`config.mk`:
```
export PLATFORM = sky130hd
export DESIGN_NAME = pc_next_unit
export DESIGN_NICKNAME = d
export VERILOG_FILES = /design/src/rtl/pc_next_unit.sv
export SDC_FILE = /design/constraint.sdc
export NUM_CORES = 1
export LEC_CHECK = 0
export CORE_ASPECT_RATIO = 2
export CORE_MARGIN = 3
export CORE_UTILIZATION = 35
export CTS_CLUSTER_SIZE = 8
export DETAILED_ROUTE_END_ITERATION = 12
export PLACE_DENSITY = 0.77
export SLEW_MARGIN = 20
export SYNTH_ARGS = -nofsm -noshare
export SYNTH_HDL_FRONTEND = slang
export SYNTH_SLANG_ARGS = --single-unit
```
`constraint.sdc`:
```
create_clock -name clk -period 2.4 [get_ports clk]
set_clock_uncertainty 0.05 [all_clocks]
set_input_delay 0.48 -clock clk [delete_from_list [all_inputs] [get_ports clk]]
set_output_delay 0.48 -clock clk [all_outputs]
set_load 0.02 [all_outputs]
```
`src/rtl/pc_next_unit.sv`:
```
// pc_next_unit: owns the architectural PC and picks the next fetch address.
// Three-phase loop: BOOT after reset, FETCH (request held until IFU accepts),
// WAIT (until the in-flight instruction commits and supplies its next PC).
module pc_next_unit #(
  parameter int unsigned    XLEN         = 32,
  parameter logic [XLEN-1:0] RESET_VECTOR = 32'h8000_0000,
  parameter logic [XLEN-1:0] MISALIGN_VEC = 32'h8000_0004,
  parameter int unsigned    ALIGN_CHECK  = 1,
  parameter int unsigned    CNT_W        = 16
) (
  input  logic             clk,
  input  logic             rst,
  input  logic [6:0]       opcode,
  input  logic             commit_valid,
  input  logic             br_taken,
  input  logic [XLEN-1:0]  pc_imm_sum,
  input  logic [XLEN-1:0]  alu_result,
  input  logic             trap_valid,
  input  logic [XLEN-1:0]  trap_target,
  output logic             fetch_valid,
  input  logic             fetch_ready,
  output logic [XLEN-1:0]  fetch_pc,
  output logic             misalign_err,
  output logic [CNT_W-1:0] redirect_cnt
);

  localparam logic [6:0] OP_JAL    = 7'b1101111;
  localparam logic [6:0] OP_JALR   = 7'b1100111;
  localparam logic [6:0] OP_BRANCH = 7'b1100011;

  typedef enum logic [1:0] {
    S_BOOT,
    S_FETCH,
    S_WAIT
  } state_t;

  state_t           state_q;
  logic             fetch_valid_q;
  logic [XLEN-1:0]  fetch_pc_q;
  logic             misalign_err_q;
  logic [CNT_W-1:0] redirect_cnt_q;

  // Next-PC candidates for the committing instruction.
  logic [XLEN-1:0]  seq_pc;
  logic [XLEN-1:0]  jalr_tgt;
  logic [XLEN-1:0]  taken_tgt;
  logic             taken;
  logic [XLEN-1:0]  next_pc_d;
  logic             misalign_d;
  logic             redirect_d;

  // Sequential path wraps modulo 2^XLEN; JALR target always has bit 0 cleared.
  assign seq_pc   = fetch_pc_q + XLEN'(4);
  assign jalr_tgt = alu_result & ~XLEN'(1);

  // Decode the committing instruction into a next PC, misalign flag and redirect flag.
  always_comb begin
    taken      = 1'b0;
    taken_tgt  = seq_pc;
    next_pc_d  = seq_pc;
    misalign_d = 1'b0;
    redirect_d = 1'b0;
    case (opcode)
      OP_JAL: begin
        taken     = 1'b1;
        taken_tgt = pc_imm_sum;
      end
      OP_JALR: begin
        taken     = 1'b1;
        taken_tgt = jalr_tgt;
      end
      OP_BRANCH: begin
        taken     = br_taken;
        taken_tgt = pc_imm_sum;
      end
      default: begin
        taken     = 1'b0;
        taken_tgt = seq_pc;
      end
    endcase
    if (trap_valid) begin
      // Trap/mret vectors are trusted: no alignment check.
      next_pc_d  = trap_target;
      redirect_d = 1'b1;
    end else if (taken) begin
      redirect_d = 1'b1;
      if ((ALIGN_CHECK != 0) && (taken_tgt[1:0] != 2'b00)) begin
        next_pc_d  = MISALIGN_VEC;
        misalign_d = 1'b1;
      end else begin
        next_pc_d  = taken_tgt;
      end
    end
  end

  // Fetch/commit FSM with registered outputs; commit inputs only matter in S_WAIT.
  always_ff @(posedge clk) begin
    if (rst) begin
      state_q        <= S_BOOT;
      fetch_valid_q  <= 1'b0;
      fetch_pc_q     <= RESET_VECTOR;
      misalign_err_q <= 1'b0;
      redirect_cnt_q <= '0;
    end else begin
      misalign_err_q <= 1'b0;
      case (state_q)
        S_BOOT: begin
          state_q       <= S_FETCH;
          fetch_valid_q <= 1'b1;
        end
        S_FETCH: begin
          if (fetch_valid_q && fetch_ready) begin
            state_q       <= S_WAIT;
            fetch_valid_q <= 1'b0;
          end
        end
        S_WAIT: begin
          if (commit_valid) begin
            state_q        <= S_FETCH;
            fetch_valid_q  <= 1'b1;
            fetch_pc_q     <= next_pc_d;
            misalign_err_q <= misalign_d;
            if (redirect_d) begin
              redirect_cnt_q <= redirect_cnt_q + CNT_W'(1);
            end
          end
        end
        default: begin
          state_q       <= S_BOOT;
          fetch_valid_q <= 1'b0;
        end
      endcase
    end
  end

  assign fetch_valid  = fetch_valid_q;
  assign fetch_pc     = fetch_pc_q;
  assign misalign_err = misalign_err_q;
  assign redirect_cnt = redirect_cnt_q;

endmodule

```
; Yosys cells after proc, flatten, opt, wreduce, memory -nomap -nowiden
; Index checks and enable logic that the tools add are counted.
[totals]
elab_cells = 40
inputBits = 109
regBits = 52
output_inout_bits = 50
[op_classes]
n_reduce_logical = 9
eq_ne = 7
add_sub_neg = 2
n_mux = 14
n_bitwise = 3
[op_table]
columns = cell, n
row1 = 2-to-1 mux 32 bit, 3
row2 = case mux 32 bit (2 select lines), 1
row3 = adder 32 x 3 -> 32 bit (second input constant), 1
row4 = equality test 7 bit (second input constant), 3
row5 = adder 16 x 1 -> 16 bit (second input constant), 1
row6 = case mux 2 bit (3 select lines), 1
row7 = 2-to-1 mux 1 bit, 5
row8 = OR reduction 5 bit, 1
row9 = 2-to-1 mux 2 bit, 2
row10 = != test 2 bit (second input constant), 2
row11 = AND reduction 2 bit, 2
row12 = OR reduction 2 bit, 2
row13 = NOT 1 bit, 3
row14 = case mux 1 bit (3 select lines), 1
row15 = AND reduction 3 bit, 1
row16 = equality test 2 x 1 -> 1 bit (second input constant), 1
row17 = equality test 2 bit (second input constant), 1
row18 = zero test 2 bit, 1
row19 = case mux 1 bit (2 select lines), 1
row20 = nonzero test 2 bit, 1
row21 = logical AND 1 bit, 1

; Longest topological paths before layout
; Gate-level depths: netlist of run 1.
[depth]
word_depth = 7
ltp_mapped = 10
ltp_nobuf = 7

; Least setup slack after synthesis of run 1
; Ideal clock, no wire load.
[synth_path]
path_kind = register to register
start = register fetch_pc_q[2], in the netlist fetch_pc[2]
end = register fetch_pc_q[18], in the netlist fetch_pc[18]
setup_time_ns = 0.133
stages_incl_launch_ff = 8
synth_period_minus_slack_ns = 2.115
required_time_ns = 2.217
path_buffers = 0
path_slack_ns = 0.285
arrival_time_ns = 1.932
cell_sequence = dfxtp_1 -> ha_1 -> nand3_1 -> nor3_2 -> nand2_1 -> xnor2_1 -> a2111oi_0 -> nor4_1
[synth_between]
elab_chain_len = 5
[synth_rtl]
columns = element, line
row1 = "start, declared", 39  ; logic [XLEN-1:0] fetch_pc_q;
row2 = "start signal, assigned", 121  ; fetch_pc_q <= next_pc_d;
row3 = adder 32 x 3 -> 32 bit *, 53  ; assign seq_pc = fetch_pc_q + XLEN'(4);
row4 = case mux 32 bit (2 select lines), 63  ; case (opcode)
row5 = 2-to-1 mux 32 bit, 87  ; if ((ALIGN_CHECK != 0) && (taken_tgt[1:0] != 2'b00)) begin
row6 = 2-to-1 mux 32 bit *, 85  ; end else if (taken) begin
row7 = 2-to-1 mux 32 bit *, 81  ; if (trap_valid) begin
; Every way passes the cells marked *; elsewhere a longest branch is shown, timed or not.
; A chain may end at the register's enable or synchronous reset.

; Worst setup path in the final report of run 1
[layout_path]
start = input port opcode[3]
end = register fetch_pc_q[24], in the netlist fetch_pc[24]
[layout_between]
elab_chain_len = 7
word_cells_on_any_way = 11
cone_classes = eq/ne (3) / mux (5) / reduce/logical (3)
[layout_rtl]
columns = element, line
row1 = "start, declared", 13  ; input logic [6:0] opcode,
row2 = equality test 7 bit, 63
row3 = OR reduction 2 bit (no line), n/a
row4 = case mux 32 bit (2 select lines), 63
row5 = nonzero test 2 bit, 87
row6 = 2-to-1 mux 32 bit, 87
row7 = 2-to-1 mux 32 bit *, 85
row8 = 2-to-1 mux 32 bit *, 81
; Marks and branches as above.

==> results.toml, run 1 <==
[run_status]
status = "complete, no violations"

[sta]
hold_viol = 0
relSlewSlack_pct = 63.8
fmaxAchievable_mhz = 433
worst_pin_slew_ns = 0.544
timing.final.crit_share_pct = 96.3
min_period_ns = 2.31
setup_viol = 0
drv_slew = 0

[layout]
nets = 783
syn_to_final_growth_pct = 61.0
final_area_sq_um = 5890
multi_input_area_sq_um = 2410
drive_above_1_share_pct = 14.7
fin_util_pct = 58.0
fillers = 950
seq_area_sq_um = 1020
antennaDiodeCount = 0

[clocking]
h-tree-depth = 2
tritoncts = "done"
clock_sink_count = 51
cts_buffers = 5
clockBufferDepth = 2
clk_latency_ns = 0.30
ctsHoldBuffers = 0
root_buffer = "clkbuf_16"
path_clk_slew_ns = 0.07

[global_route]
grt_pass1_wl_microns = 23000
antenna_found_initial = 0
grt_pass1_vias = 4585
overflow = 0
track_usage_pct = 24.9
grt_max_degree = 27

[worst_setup_path]
cp_num_buf_inv = 3
critical_path_class = "in -> reg"
required_ns = 2.57
arrival_ns = 2.48
critPathLaunchType = "input port"
crit_family = "buffers and inverters"
cpPeakStageDelay_ns = 0.42
worstPathMaxFanout = 11
cp_cell_sequence = "clkdlybuf4s50_1, buf_4, nor3b_4, a21oi_4, or3_1, buf_4, o21ai_1, a21oi_1, nor3_1"
path_common_cell = "buf_4"
critPathSlowestCell = "clkdlybuf4s50_1"
end_kind = "flip-flop"

[yosys]
synth_fp_nets = 593
ys_ff_latch = 51
synth-main-ff-cell = "dfxtp_1"
synth_edf_count = 0
synthCells = 482
yosysSeqAreaShare_pct = 27.9
netlist_area_sq_um = 3660
yosys_warnings = 0
synthArstFlopShare_pct = 0
postSynthAreaPerCell_sq_um = 7.59
synth_cell_types = 64

[floorplanning]
ios = 159
core_sq_um = 10100
rows = 52
die_y_microns = 151
die-area_sq_um = 11800
fp.dieW_microns = 78.3
start_util_pct = 36.0

[placed_design]
gp_congestion = 0.905
hpwl_microns = 12300
io_buffers = 157
placed_area_sq_um = 5640

[drt]
drtIter0Drc = 243
wl_microns = 15200
via_per_inst = 5.64
drcViolationCount = 0
drtPass1Iterations = 5
num_vias = 4558
drtAntennaViolNets = 0
wire_per_inst_microns = 18.8

[power_and_ir_drop]
cellPowerDensity_nw_per_um2 = 390
power_leakage_nw = 2.15
peakVddDrop_uv = 430
report.power.total_mw = 2.30

[run]
maxCapViolations = 0

[hold_path]
worstHoldPathType = "reg -> reg"
==> flip-flops by register name, indices dropped and copies added, names as in the netlist <==
register	count
redirect_cnt	16
fetch_pc	32
state_q	2
misalign_err	1
==> synthesized netlist by cell type, types with 10 or more instances <==
cell type   n  share of area, %
nand4_1    14               2.4
nand3_1    17               2.3
nand2_1    52               5.3
o22ai_1    14               2.4
dfxtp_1    51                28
nor3_1     23               3.1
o21ai_1    10               1.4
mux2_2     15               4.6
a21oi_1    36               4.9
clkbuf_1   16               1.6
xor2_1     16               3.8
inv_1      12               1.2
nor2_1     54               5.5
o21ai_0    20               2.7
==> power breakdown <==
part	leakage, nW	internal (mW)	switching (mW)
Combinational	1.65	0.289	0.204
Clock	0.0911	0.599	0.330
Sequential	0.412	0.859	0.0183
Total	2.15	1.75	0.552
==> cell families (layout without fill, tap and decap cells) <==
group,count (synthesis),in the layout,share of synthesized area (%)
AOI/OAI and AO/OA,133,133,23.7
muxes,23,23,6.81
xor gates and xnor gates,25,25,5.99
DFF,51,51,27.9
and+or+nand+nor,203,203,28.0
buffers and inverters,45,236,6.94
adders and majority gates,2,2,0.684
==> path summary, 6_finish.rpt <==
kind                       end  slack [ns]  cells after the start   startpoint
hold / removal     fetch_pc[1]        0.44                      2  fetch_pc[1]
hold reg to reg    fetch_pc[1]        0.44                      2  fetch_pc[1]
setup reg to reg  fetch_pc[18]        0.23                      7  fetch_pc[2]
setup / recovery  fetch_pc[24]        0.09                      9    opcode[3]
==> worst register-to-register path: stages (launching register included) <==
cell	delay, ns
dfxtp_1	0.46
ha_1	0.28
nand3_1	0.20
nor3_2	0.29
nand2_1	0.11
xnor2_1	0.15
a2111oi_0	0.41
nor4_1	0.10
==> layout by cell type (no fill, tap or decap), types with 9 or more instances in the layout <==
cell             synthesis  layout
a21oi_1                 36      36
buf_4                    2      55
clkdlybuf4s50_1          0     155
dfxtp_1                 51      51
inv_1                   12      12
mux2_2                  15      15
nand2_1                 52      52
nand3_1                 17      17
nand4_1                 14      14
nor2_1                  54      54
nor3_1                  23      22
o21ai_0                 20      20
o21ai_1                 10      10
o22ai_1                 14      14
xnor2_1                  9       9
xor2_1                  16      16
==> routing by layer <==
metal  track usage, %  part of all wire (%)  wire length (microns)
met5                0                     0                      0
met2             48.2                    56                   8440
met3             4.07                   5.4                    822
met1             24.5                    33                   5030
met4             13.4                   5.8                    874
==> repair_timing <==
item	4_1_cts	5_1_grt
setup buffers	0	2
pin swaps	0	1
endpoints found under the hold margin	0	0
resized for setup	1	6
endpoints found under the setup margin	1	7
==> area by class of cell <==
| type | count | area share, % |
|---|---|---|
| clock inverter | 2 | 1.02 |
| multi-input combinational | 386 | 40.9 |
| sequential | 51 | 17.3 |
| timing repair buffer | 216 | 34.9 |
| clock buffer | 6 | 2.19 |
| inverter | 12 | 0.765 |
| tap | 135 | 2.87 |
==> stage by stage <==
step	std cells	TNS [ns]	hold slack, ns	setup WS (ns)
final	808	0	0.443	0.0884
after global routing	808	-0.000570	0.501	-0.000570
after CTS	806	0	0.442	0.0224
after detailed placement	798	-4.70	0.433	-0.482
after global placement	798	-2.56	0.420	-0.437
after floorplan	482	0	0.464	0.285
(Power assumes the default switching activity.)
==> run 2, diff against run 1 <==
Settings changed: GPL_TIMING_DRIVEN from default to 0.
Clock period 2.4 ns to 2.98 ns, I/O delays scaled along.
==> results.toml, run 2 (synthesis results as in run 1) <==
[run_status]
status = "complete, no violations"

[power_and_ir_drop]
cellPowerDensity_nw_per_um2 = 302
seqPwrFrac_pct = 42.4
p_int_mw = 1.21
p_sw_uw = 457
power_leakage_nw = 1.91
clkPwrFrac_pct = 35.0
p_sw_share_pct = 27.4
peakVddDrop_uv = 211
power_frac_comb_pct = 22.6

[hold_path]
min_from = "fetch_pc[31]"
whs_path_depth = 2
worstHoldPathType = "reg -> reg"
hold_end = "fetch_pc[31]"

[layout]
layout_common_cells = "155 x clkdlybuf4s50_1, 54 x nor2_1, 52 x nand2_1, 51 x dfxtp_1, 36 x a21oi_1"
nets = 755
largest_reg_flops = 32
drive_above_1_share_pct = 8.37
fillers = 985
layout.cells.most_common = "clkdlybuf4s50_1"
syn_to_final_growth_pct = 50.9
antennaDiodeCount = 0
instances_no_fill = 780

[global_route]
grt_pass1_wl_microns = 23700
grt_pass1_vias = 4363
grt_max_degree = 16
track_usage_pct = 26.3
antenna_found_initial = 0
overflow = 0

[drt]
drtIter0Drc = 367
wire_per_inst_microns = 20.4
drtAntennaViolNets = 0
drcViolationCount = 0
via_per_inst = 5.75
drtPass1Iterations = 5
num_vias = 4482
wl_microns = 15900

[sta]
hold_viol = 0
min_period_ns = 2.71
fmaxAchievable_mhz = 369
worst_pin_slew_ns = 0.861
fin_setup_tns_ns = 0
drv_slew = 0
timing.final.crit_share_pct = 91.0
grt_setup_unrepaired = "no"
setup_viol = 0
relSlewSlack_pct = 42.6

[placed_design]
gp_congestion = 0.953
dpl.cell_count = 772
io_buffers = 155
hpwl_microns = 12800

[clocking]
root_buffer = "clkbuf_16"
clock_sink_count = 51
cts_buffers = 5
tritoncts = "done"
path_clk_slew_ns = 0.07
h-tree-depth = 2
clk_latency_ns = 0.29
clockBufferDepth = 2
postCtsSetupBuffers = 0
ctsHoldBuffers = 0
cts_resized = 0

[worst_setup_path]
critPathSlowestCell = "nor2b_1"
end_kind = "flip-flop"
critPathLaunchType = "input port"
worstPathMaxFanout = 10
r2r_cells = 7
cp_cell_sequence = "clkdlybuf4s50_1, buf_4, nor2b_1, buf_2, mux2i_1, nor3_1, o31ai_1, a221oi_1"
r2r_slack_ns = 0.59
r2r_end = "fetch_pc[18]"
required_ns = 3.08
critical_path_class = "in -> reg"
reg2reg_from = "fetch_pc[2]"
cpPeakStageDelay_ns = 0.52
arrival_ns = 2.81

[floorplanning]
ios = 159
die-area_sq_um = 11800
start_util_pct = 36.0
fp.dieW_microns = 78.3
die_y_microns = 151
core_sq_um = 10100
rows = 52

[run]
maxCapViolations = 0
-- run 2: changes by cell type in the layout (fill, tap and decap cells not counted), sizes merged --
| cell | delta |
|---|---|
| buf | -49 |
| clkbuf | +21 |
| clkinv | +3 |
| bufinv | -2 |
| dlymetal6s2s | -1 |
-- run 2: stage by stage --
stage	area [sq um]	power, mW	utilization [%]	setup WS (ns)	hold WS [ns]
floorplan	3660	0.875	-	0.865	0.464
global placement	5380	1.09	53.0	0.0289	0.426
detailed placement	5380	1.09	53.0	0.00866	0.434
CTS	5520	1.66	54.4	0.308	0.441
global route	5520	1.71	54.4	0.125	0.488
finish	5520	1.67	54.4	0.269	0.447
-- run 2: cell type report --
class                           count  area (sq um)  share of cell area (%)
Multi-Input combinational cell    386          2380                    43.2
Timing Repair Buffer              155          1550                    28.1
Sequential cell                    51          1020                    18.5
Buffer                             33           209                    3.79
Tap cell                          135           169                    3.06
Clock buffer                        5           125                    2.27
Inverter                           12          45.0                   0.816
Clock inverter                      3          15.0                   0.272
-- run 2: worst max-delay path, delay by kind of cell --
kind            cells  cell delay, ns
compound gates      2            0.34
buf+inv             3            1.03
simple gates        2            0.60
mux                 1            0.23
-- run 2: worst max-delay path by stage --
stage	end	start
5_1_grt	fetch_pc[26]	opcode[2]
3_5_place_dp	fetch_pc[23]	opcode[1]
6_report	fetch_pc[26]	opcode[2]
3_3_place_gp	fetch_pc[23]	opcode[2]
4_1_cts	fetch_pc[23]	opcode[1]
2_1_floorplan	fetch_pc[18]	fetch_pc[2]
-- run 2: layer usage --
| metal | share of wire, % | wire [microns] | global-route usage (%) |
|---|---|---|---|
| met4 | 7.1 | 1130 | 17.3 |
| met3 | 5.3 | 837 | 4.19 |
| met2 | 53 | 8470 | 48.8 |
| met1 | 34 | 5470 | 26.5 |
| met5 | 0 | 0 | 0 |
-- run 2: power by group through the flow --
stage               logic [mW]  registers, mW  clock network, mW
floorplan                0.144          0.731                  0
global placement         0.366          0.722                  0
detailed placement       0.371          0.723                  0
CTS                      0.373          0.707              0.578
global route             0.398          0.709              0.607
finish                   0.376          0.707              0.583
==> run 3, diff against run 2 <==
Settings changed: SLEW_MARGIN 20 to 15.
==> results of run 3 <==
Same layout as run 2: the final DEF is identical, and so are final timing and power.
